--- config.mk ---
export PLATFORM = sky130hd
export DESIGN_NAME = serial_adder_ctrl
export DESIGN_NICKNAME = d
export VERILOG_FILES = /design/src/rtl/adder_pkg.sv /design/src/rtl/fa_cell.sv /design/src/rtl/serial_adder_ctrl.sv
export SDC_FILE = /design/constraint.sdc
export NUM_CORES = 1
export LEC_CHECK = 0
export ABC_AREA = 1
export CAP_MARGIN = 20
export CORE_UTILIZATION = 35
export CTS_BUF_LIST = sky130_fd_sc_hd__clkbuf_2 sky130_fd_sc_hd__clkbuf_4 sky130_fd_sc_hd__clkbuf_8
export DETAILED_ROUTE_END_ITERATION = 16
export GPL_ROUTABILITY_DRIVEN = 0
export HOLD_SLACK_MARGIN = 0.06
export SLEW_MARGIN = 20
export SYNTH_ARGS = -nofsm -noshare
export SYNTH_HDL_FRONTEND = slang
export SYNTH_SLANG_ARGS = --single-unit
--- constraint.sdc ---
create_clock -name clk -period 1.55 [get_ports clk]
set_input_delay 0.155 -clock clk [delete_from_list [all_inputs] [get_ports clk]]
set_output_delay 0.155 -clock clk [all_outputs]
set_load 0.01 [all_outputs]
--- src/rtl/adder_pkg.sv ---
// -----------------------------------------------------------------------------
// adder_pkg
//
// Shared definitions for the bit-serial adder controller.
//   state_t    : FSM state encoding (IDLE / RUN / DONE)
//   WIDTH_DEF  : default operand width
//   CNT_W      : bit-counter width for the default operand width
//   cnt_width  : helper giving the bit-counter width for any operand width
// -----------------------------------------------------------------------------
package adder_pkg;

    typedef enum logic [1:0] {
        IDLE = 2'b00,
        RUN  = 2'b01,
        DONE = 2'b10
    } state_t;

    localparam int WIDTH_DEF = 8;

    // Counter must hold the values 0..WIDTH-1; never narrower than one bit.
    function automatic int cnt_width(input int w);
        return (w <= 2) ? 1 : $clog2(w);
    endfunction

    localparam int CNT_W = cnt_width(WIDTH_DEF);

endpackage : adder_pkg

--- src/rtl/fa_cell.sv ---
// -----------------------------------------------------------------------------
// fa_cell
//
// Purely combinational 1-bit full adder.
//   a, b : addend bits
//   ci   : carry in
//   s    : sum bit   (a ^ b ^ ci)
//   co   : carry out (majority of a, b, ci)
// -----------------------------------------------------------------------------
module fa_cell (
    input  logic a,
    input  logic b,
    input  logic ci,
    output logic s,
    output logic co
);

    logic half_sum;

    assign half_sum = a ^ b;
    assign s        = half_sum ^ ci;
    assign co       = (a & b) | (ci & half_sum);

endmodule : fa_cell

--- src/rtl/serial_adder_ctrl.sv ---
// -----------------------------------------------------------------------------
// serial_adder_ctrl
//
// Bit-serial adder: adds two WIDTH-bit operands plus a carry-in over WIDTH
// clock cycles, LSB first, using a single full-adder cell.
//
// Ports
//   clk    : rising-edge clock
//   rst_n  : asynchronous active-low reset
//   start  : request, sampled only while idle
//   a, b   : operands, captured on the accepting edge
//   cin    : carry-in, captured on the accepting edge
//   busy   : high while bits are being processed
//   done   : one-cycle pulse, sum/cout valid
//   sum    : registered sum, held until the next result is written
//   cout   : registered carry-out, held with sum
//
// An operation accepted at edge 0 processes one bit on each of edges 1..WIDTH;
// the result registers are written on edge WIDTH, done is high for the cycle
// that follows, and the block is idle again one edge later.
// -----------------------------------------------------------------------------
module serial_adder_ctrl
    import adder_pkg::*;
#(
    parameter int WIDTH = 8
) (
    input  logic             clk,
    input  logic             rst_n,
    input  logic             start,
    input  logic [WIDTH-1:0] a,
    input  logic [WIDTH-1:0] b,
    input  logic             cin,
    output logic             busy,
    output logic             done,
    output logic [WIDTH-1:0] sum,
    output logic             cout
);

    localparam int CW = cnt_width(WIDTH);
    localparam logic [CW-1:0] LAST_CNT = CW'(WIDTH - 1);

    // -------------------------------------------------------------------------
    // State
    // -------------------------------------------------------------------------
    state_t           state_q,   state_d;
    logic [WIDTH-1:0] a_sr_q,    a_sr_d;
    logic [WIDTH-1:0] b_sr_q,    b_sr_d;
    logic [WIDTH-1:0] sum_sr_q,  sum_sr_d;
    logic             carry_q,   carry_d;
    logic [CW-1:0]    bit_cnt_q, bit_cnt_d;
    logic [WIDTH-1:0] sum_q,     sum_d;
    logic             cout_q,    cout_d;
    logic             busy_q,    busy_d;
    logic             done_q,    done_d;

    // -------------------------------------------------------------------------
    // Single shared full-adder cell, fed from the LSBs of the operand shifters
    // -------------------------------------------------------------------------
    logic fa_s;
    logic fa_co;

    fa_cell u_fa_cell (
        .a  (a_sr_q[0]),
        .b  (b_sr_q[0]),
        .ci (carry_q),
        .s  (fa_s),
        .co (fa_co)
    );

    // Partial sum with the new bit entering at the MSB; after WIDTH shifts the
    // first (LSB) bit has reached position 0.
    logic [WIDTH-1:0] sum_shifted;
    assign sum_shifted = {fa_s, sum_sr_q[WIDTH-1:1]};

    // -------------------------------------------------------------------------
    // Next-state logic
    // -------------------------------------------------------------------------
    always_comb begin
        state_d   = state_q;
        a_sr_d    = a_sr_q;
        b_sr_d    = b_sr_q;
        sum_sr_d  = sum_sr_q;
        carry_d   = carry_q;
        bit_cnt_d = bit_cnt_q;
        sum_d     = sum_q;
        cout_d    = cout_q;

        case (state_q)
            IDLE: begin
                if (start) begin
                    a_sr_d    = a;
                    b_sr_d    = b;
                    carry_d   = cin;
                    bit_cnt_d = '0;
                    state_d   = RUN;
                end
            end

            RUN: begin
                sum_sr_d  = sum_shifted;
                a_sr_d    = {1'b0, a_sr_q[WIDTH-1:1]};
                b_sr_d    = {1'b0, b_sr_q[WIDTH-1:1]};
                carry_d   = fa_co;
                bit_cnt_d = bit_cnt_q + CW'(1);
                // Last bit: publish the result. start is not looked at here,
                // so a request arriving on this edge is simply dropped.
                if (bit_cnt_q == LAST_CNT) begin
                    sum_d   = sum_shifted;
                    cout_d  = fa_co;
                    state_d = DONE;
                end
            end

            DONE: begin
                state_d = IDLE;
            end

            default: begin
                state_d = IDLE;
            end
        endcase

        // Status outputs are registered and follow the state being entered,
        // so they line up exactly with the state register.
        busy_d = (state_d == RUN);
        done_d = (state_d == DONE);
    end

    // -------------------------------------------------------------------------
    // Registers
    // -------------------------------------------------------------------------
    always_ff @(posedge clk or negedge rst_n) begin
        if (!rst_n) begin
            state_q   <= IDLE;
            a_sr_q    <= '0;
            b_sr_q    <= '0;
            sum_sr_q  <= '0;
            carry_q   <= 1'b0;
            bit_cnt_q <= '0;
            sum_q     <= '0;
            cout_q    <= 1'b0;
            busy_q    <= 1'b0;
            done_q    <= 1'b0;
        end else begin
            state_q   <= state_d;
            a_sr_q    <= a_sr_d;
            b_sr_q    <= b_sr_d;
            sum_sr_q  <= sum_sr_d;
            carry_q   <= carry_d;
            bit_cnt_q <= bit_cnt_d;
            sum_q     <= sum_d;
            cout_q    <= cout_d;
            busy_q    <= busy_d;
            done_q    <= done_d;
        end
    end

    assign busy = busy_q;
    assign done = done_q;
    assign sum  = sum_q;
    assign cout = cout_q;

endmodule : serial_adder_ctrl
### Yosys cells after proc, flatten, opt, wreduce, memory -nomap -nowiden

Cells that the tools add are included.

* register bits after elaboration: 41
* latch bits: 0
* memory bits (writable): 0
* bits in read-only memories: 0
* input bits: 20
* output and inout bits: 11
* logic and storage cells: 36
* memories kept: 0

* add/sub/neg operators: 1
* multiply operators: 0
* divide/modulo/power cells: 0
* $lt $le $gt $ge: 0
* eq/ne operators: 5
* shift operators: 0
* muxes and demuxes: 11
* bitwise operators: 5
* reductions and logical operators: 4

Operator list (count)
* $pmux 8 s2: 2
* $mux 8: 2
* $pmux 3 s2: 1
* $eq 2x1->1 const B: 2
* $mux 2: 2
* $pmux 2 s2: 1
* $reduce_and 2->1: 2
* $add 3x1->3 const B: 1
* $eq 3x3->1 const B: 1
* $mux 3: 1
* $and 1x1->1: 2
* $eq 2x2->1 const B: 1
* $logic_not 2->1: 1
* $ne 2x2->1 const B: 1
* $pmux 1 s2: 1
* $reduce_bool 2->1: 1
* $xor 1x1->1: 2
* $mux 1: 1
* $or 1x1->1: 1

### Logic depth before layout (Yosys ltp)

* word-level depth: 4
* depth in mapped cells: 8
* gate-level depth less buffers: 6

### Modules after synthesis

Synthesis repeated with hierarchy kept, for this count alone.

* cell total of the unflattened synthesis: 222
* area total of the unflattened synthesis: 1871.8 µm²

By module, submodules not included
* serial_adder_ctrl: times used 1, cells each 221, area each 1851.8 µm²
* fa_cell: times used 1, cells each 1, area each 20.0 µm²

### Least setup slack after synthesis

Ideal clock, no wire load.

* path type: reg2reg
* from: reg bit_cnt_q[0]
* to: reg sum_q[1] (netlist: sum[1])
* arrival: 1.139 ns
* data required time: 1.424 ns
* setup slack: 0.285 ns
* cell stages (with the launch flop): 6
* path buffers: 1
* clock period less this slack: 1.265 ns
* cells stage by stage: dfrtp_1 > ha_1 > ha_1 > nand3_4 > buf_2 > o21ai_0

* cells in the longest elaborated chain, start to end: 2

Ends and longest elaborated chain
* from (decl): line serial_adder_ctrl.sv:50 `logic [CW-1:0] bit_cnt_q, bit_cnt_d;`
* from (signal assigned): line serial_adder_ctrl.sv:150 `bit_cnt_q <= bit_cnt_d;`
* $eq 3x3->1: line serial_adder_ctrl.sv:107 `if (bit_cnt_q == LAST_CNT) begin`
* $reduce_and 2->1 (no source line)
* to (signal assigned): line serial_adder_ctrl.sv:151 `sum_q <= sum_d;`
* to (decl): line serial_adder_ctrl.sv:51 `logic [WIDTH-1:0] sum_q, sum_d;`

No other way between the ends.
A chain may end at the register's enable or synchronous reset.

### Worst setup path in the final report

* from: reg state_q[1]
* to: reg b_sr_q[0]

* cells in the longest elaborated chain, start to end: 3
* elaborated cells on any way between the ends: 6
* classes of those cells: 2 x eq/ne; 1 x mux; 3 x reduce/logical

Ends and longest elaborated chain
* from (decl): line serial_adder_ctrl.sv:45 `state_t state_q, state_d;`
* from (signal assigned): line serial_adder_ctrl.sv:145 `state_q <= state_d;`
* $eq 2x1->1 / $logic_not 2->1 (equally long branches): line serial_adder_ctrl.sv:88 `case (state_q)`
* $reduce_bool 2->1 (no source line) / $ne 2x2->1 (equally long branches)
* $reduce_and 2->1 (no source line)
* to (signal assigned): line serial_adder_ctrl.sv:147 `b_sr_q <= b_sr_d;`
* to (decl): line serial_adder_ctrl.sv:47 `logic [WIDTH-1:0] b_sr_q, b_sr_d;`

Parallel ways exist; a longest one is shown, timed or not.

==> run summary <==
After synthesis, the cell types taking the most area are dfrtp_1 (56%), nand2_1 (22%), nand3_1 (5.3%), buf_6 (3.1%), o21ai_0 (2.5%). The vertical die dimension came out at 73.53 um. Counting the fill cells in the layout gives 517.

The first routing iteration left 66 violations. Die width: 73.53 um. The sequential share of power is 0.421.

Max-cap violations in this run came to 0. The worst setup path is launched from a register. The final sum of negative setup slack came out at 0 ns. The synthesized instance count is 210, and the number of stages on the worst hold path is 3.

The total count of hold-check failures in the final report came out at 0. The final-report max-slew violation count was 0; the layout cell share with drive strength beyond 1 was 0.06584. The worst hold-check path type was input pin to register.

The run gives 1.78 ns as the data required time of the critical path. TritonCTS built the clock tree. The tools report the kind of end point of the critical path as a register. The count of boundary I/O pins came out at 31. The post-synthesis to final-layout area growth came out at 24.18%.

The met1 routing resource usage after global routing is 0.1883. The tools report the hold path startpoint as a[7]. Summing over every cut layer, the via total after detailed routing is 1372.

Endpoint of the most critical register-to-register path: b_sr_q[0]$_DFFE_PN0P_. For the pin with the worst max-slew slack, the measured transition is 0.5102 ns. The layer flagged by global routing as most heavily used is met2. The analysis attributes to net switching a power of 1.502 mW. Switching fraction of total power: 0.3693.

The clock drives 40 sinks. The flow ran to the end, and the final reports show no timing, DRC or antenna violations. The post-route non-filler standard cell count is 310, and the count of port buffers added during placement is 30. The routed design has 3448 um of wire. The net count of the finished layout was 265. Setup violations remaining at the end of the flow were counted as 0. The met3 track demand over resource is 0.03841, and the area share of the leading cell type in the synthesized netlist is 0.5590. The path with the worst hold slack has its endpoint at a_sr_q[7]$_DFFE_PN0P_. The run gives 0.003771 ns as the post-route clock skew. Global routing finished with a remaining overflow of 0.

The tools report the synthesized net count as 233. The logs give 0.6599 for the relative max-transition margin and 0.184 for the clock group share of total power. Fraction of met2 tracks used by global routing: 0.2253. Overall power consumption after layout is estimated at 4.068 mW. The final critical-path share of the clock period works out to 0.8830. The critical path starts at state_q[1]$_DFF_PN0_. The worst IR drop on VDD is 0.0007246 V, and the initial core utilization is 0.3717. The worst register-to-register path has a depth of 5. Hold is met by 0.4374 ns. CTS built an H-tree with a depth of 2.

The run gives 0 as the post-detailed-route count of antenna-violating nets. The average cell area after synthesis was 8.526 um^2; the antenna diode count was 0. For the row count, the log shows 25. In the routed layout, each cell is associated on average with a via count of 4.426. The run gives 0 as the number of antenna violations at the first check in global routing. The synthesized design spends more area on one cell type than any other, namely dfrtp_1. STA puts the critical path data arrival time at 1.60 ns. The startpoint identified for the worst register-to-register timing path is state_q[1]$_DFF_PN0_. TritonCTS created 5 clock buffers. For the static leakage, the log shows 1.143 nW. The later pin in the worst-skew pair is clocked with a latency of 0.28 ns.

The floorplan step defined a die boundary enclosing 0.005406 mm^2. Internal power comes to 2.566 mW. The sequential share of the synthesized area came out at 0.5590.

The setup check on the worst reg-to-reg path leaves a slack of 0.18 ns. The placed cell area was 0.002116 mm^2. Before antenna repair, the detailed router went through 4 iterations. Warning count from the yosys run: 0. Entering global routing, the biggest net connects 41 pins. The tools report the proportion of power drawn by combinational gates as 0.396.

For the cell area after layout, the log shows 0.002223 mm^2. For the number of global-route vias before repair, the log shows 1309. Power spread over the standard cell area amounts to 1830 mW/mm^2. The total of flip-flops plus latches after synthesis is 40. Setup repair after global routing left no endpoint under its margin.

Summing every instance area after synthesis gives 0.001790 mm^2. The cell count after placement is 301. Derived from the worst setup path, the maximum achievable clock frequency is 0.7306 GHz. After detailed routing, the average wire length per cell comes to 11.12 um.

After clock tree synthesis, the clock-pin slew on the worst setup and hold paths is 0.08 ns. The first-pass GRT wire length was 5871 um. Maximum fanout along the worst path: 15. For the combined global-route utilization of all metal layers, the log shows 0.1435. The worst setup path is of the register to register kind. The tools report the area of the core as 0.004817 mm^2. Detailed placement ended at an HPWL of 2227 um. The clock passes through at most 2 buffers. The distinct cell type count after synthesis came out at 14. Final period demand of the worst path: 1.369 ns.

After detailed routing, the number of remaining DRC violations is 0. The cell at the root of the clock tree is clkbuf_8.
## layout by cell type, fill, tap and decap left out, drive strengths merged
cell / n
buf: 6
clkbuf: 8
clkdlybuf4s50: 29
dfrtp: 40
dlygate4sd3: 1
fa: 1
ha: 2
inv: 11
nand2: 106
nand3: 20
nor2: 1
o21ai: 18
## area by class of cell
class | count | area, um^2 | share of cell area
Clock buffer | 8 | 97.59 | 0.04389
Multi-Input combinational cell | 148 | 656.9 | 0.2954
Inverter | 11 | 41.29 | 0.01857
Timing Repair Buffer | 36 | 342.8 | 0.1542
Tap cell | 67 | 83.83 | 0.03770
Sequential cell | 40 | 1001 | 0.4502
## worst max path at each step
stage	to	slack (ns)	cells past startpoint
floorplan	sum[1]$_DFFE_PN0P_	0.29	5
global placement	b_sr_q[0]$_DFFE_PN0P_	0.16	5
detailed placement	b_sr_q[0]$_DFFE_PN0P_	0.12	5
CTS	b_sr_q[0]$_DFFE_PN0P_	0.14	5
global route	b_sr_q[0]$_DFFE_PN0P_	0.04	5
finish	b_sr_q[0]$_DFFE_PN0P_	0.18	5
## cell families (layout without fill, tap and decap cells)
kind of cell / Yosys count / after routing / synth area share
simple gates: 127 / 127 / 0.2914
compound gates: 18 / 18 / 0.05031
fa+ha+maj: 3 / 3 / 0.02516
buf+inv: 22 / 55 / 0.07407
flops: 40 / 40 / 0.5590
## cell usage after synthesis
library cell  count
inv_1            11
dfrtp_1          40
ha_1              2
fa_1              1
nor2_1            1
buf_4             2
nand2_4           1
buf_2             4
o21ai_1           9
nand3_1          19
o21ai_0           9
buf_6             5
nand3_4           1
nand2_1         105
## repair_timing
action                    CTS  global route
setup buffers               0             0
resized for setup           0             0
hold endpoints to repair   40             0
hold buffers                1             0
## routing by layer
| metal | part of all wire | wire length, um | up-vias |
|---|---|---|---|
| met5 | 0 | 0 | - |
| met4 | 0.012 | 43 | 0 |
| met3 | 0.029 | 100 | 5 |
| met2 | 0.45 | 1550 | 15 |
| met1 | 0.51 | 1754 | 636 |
| li1 | - | - | 716 |
## power by group through the flow
| stage | sequential [mW] | clock [mW] | combinational, mW |
|---|---|---|---|
| floorplan | 1.74 | 0 | 1.16 |
| CTS | 1.72 | 0.766 | 1.64 |
| global placement | 1.73 | 0 | 1.61 |
| global route | 1.77 | 0.814 | 1.87 |
| finish | 1.71 | 0.747 | 1.61 |
| detailed placement | 1.73 | 0 | 1.63 |
## registers in the layout, summed over array words and instances, names as in the netlist
name,flops
bit_cnt_q,3
sum,8
cout,1
state_q,2
a_sr_q,8
carry_q,1
busy,1
b_sr_q,8
sum_sr_q,7
done,1
## through the flow
stage | setup WS (ns) | utilization
2_1_floorplan | 0.2854 | -
3_3_place_gp | 0.1590 | 0.4392
3_5_place_dp | 0.1230 | 0.4392
4_1_cts | 0.1388 | 0.4616
5_1_grt | 0.04278 | 0.4616
6_report | 0.1813 | 0.4616
## critical path, cell delays in order, from the launching register on
cell	delay [ns]
dfrtp_1	0.38
inv_1	0.25
o21ai_1	0.14
inv_1	0.35
nand2_1	0.12
nand2_1	0.07
(Power assumes the default switching activity.)
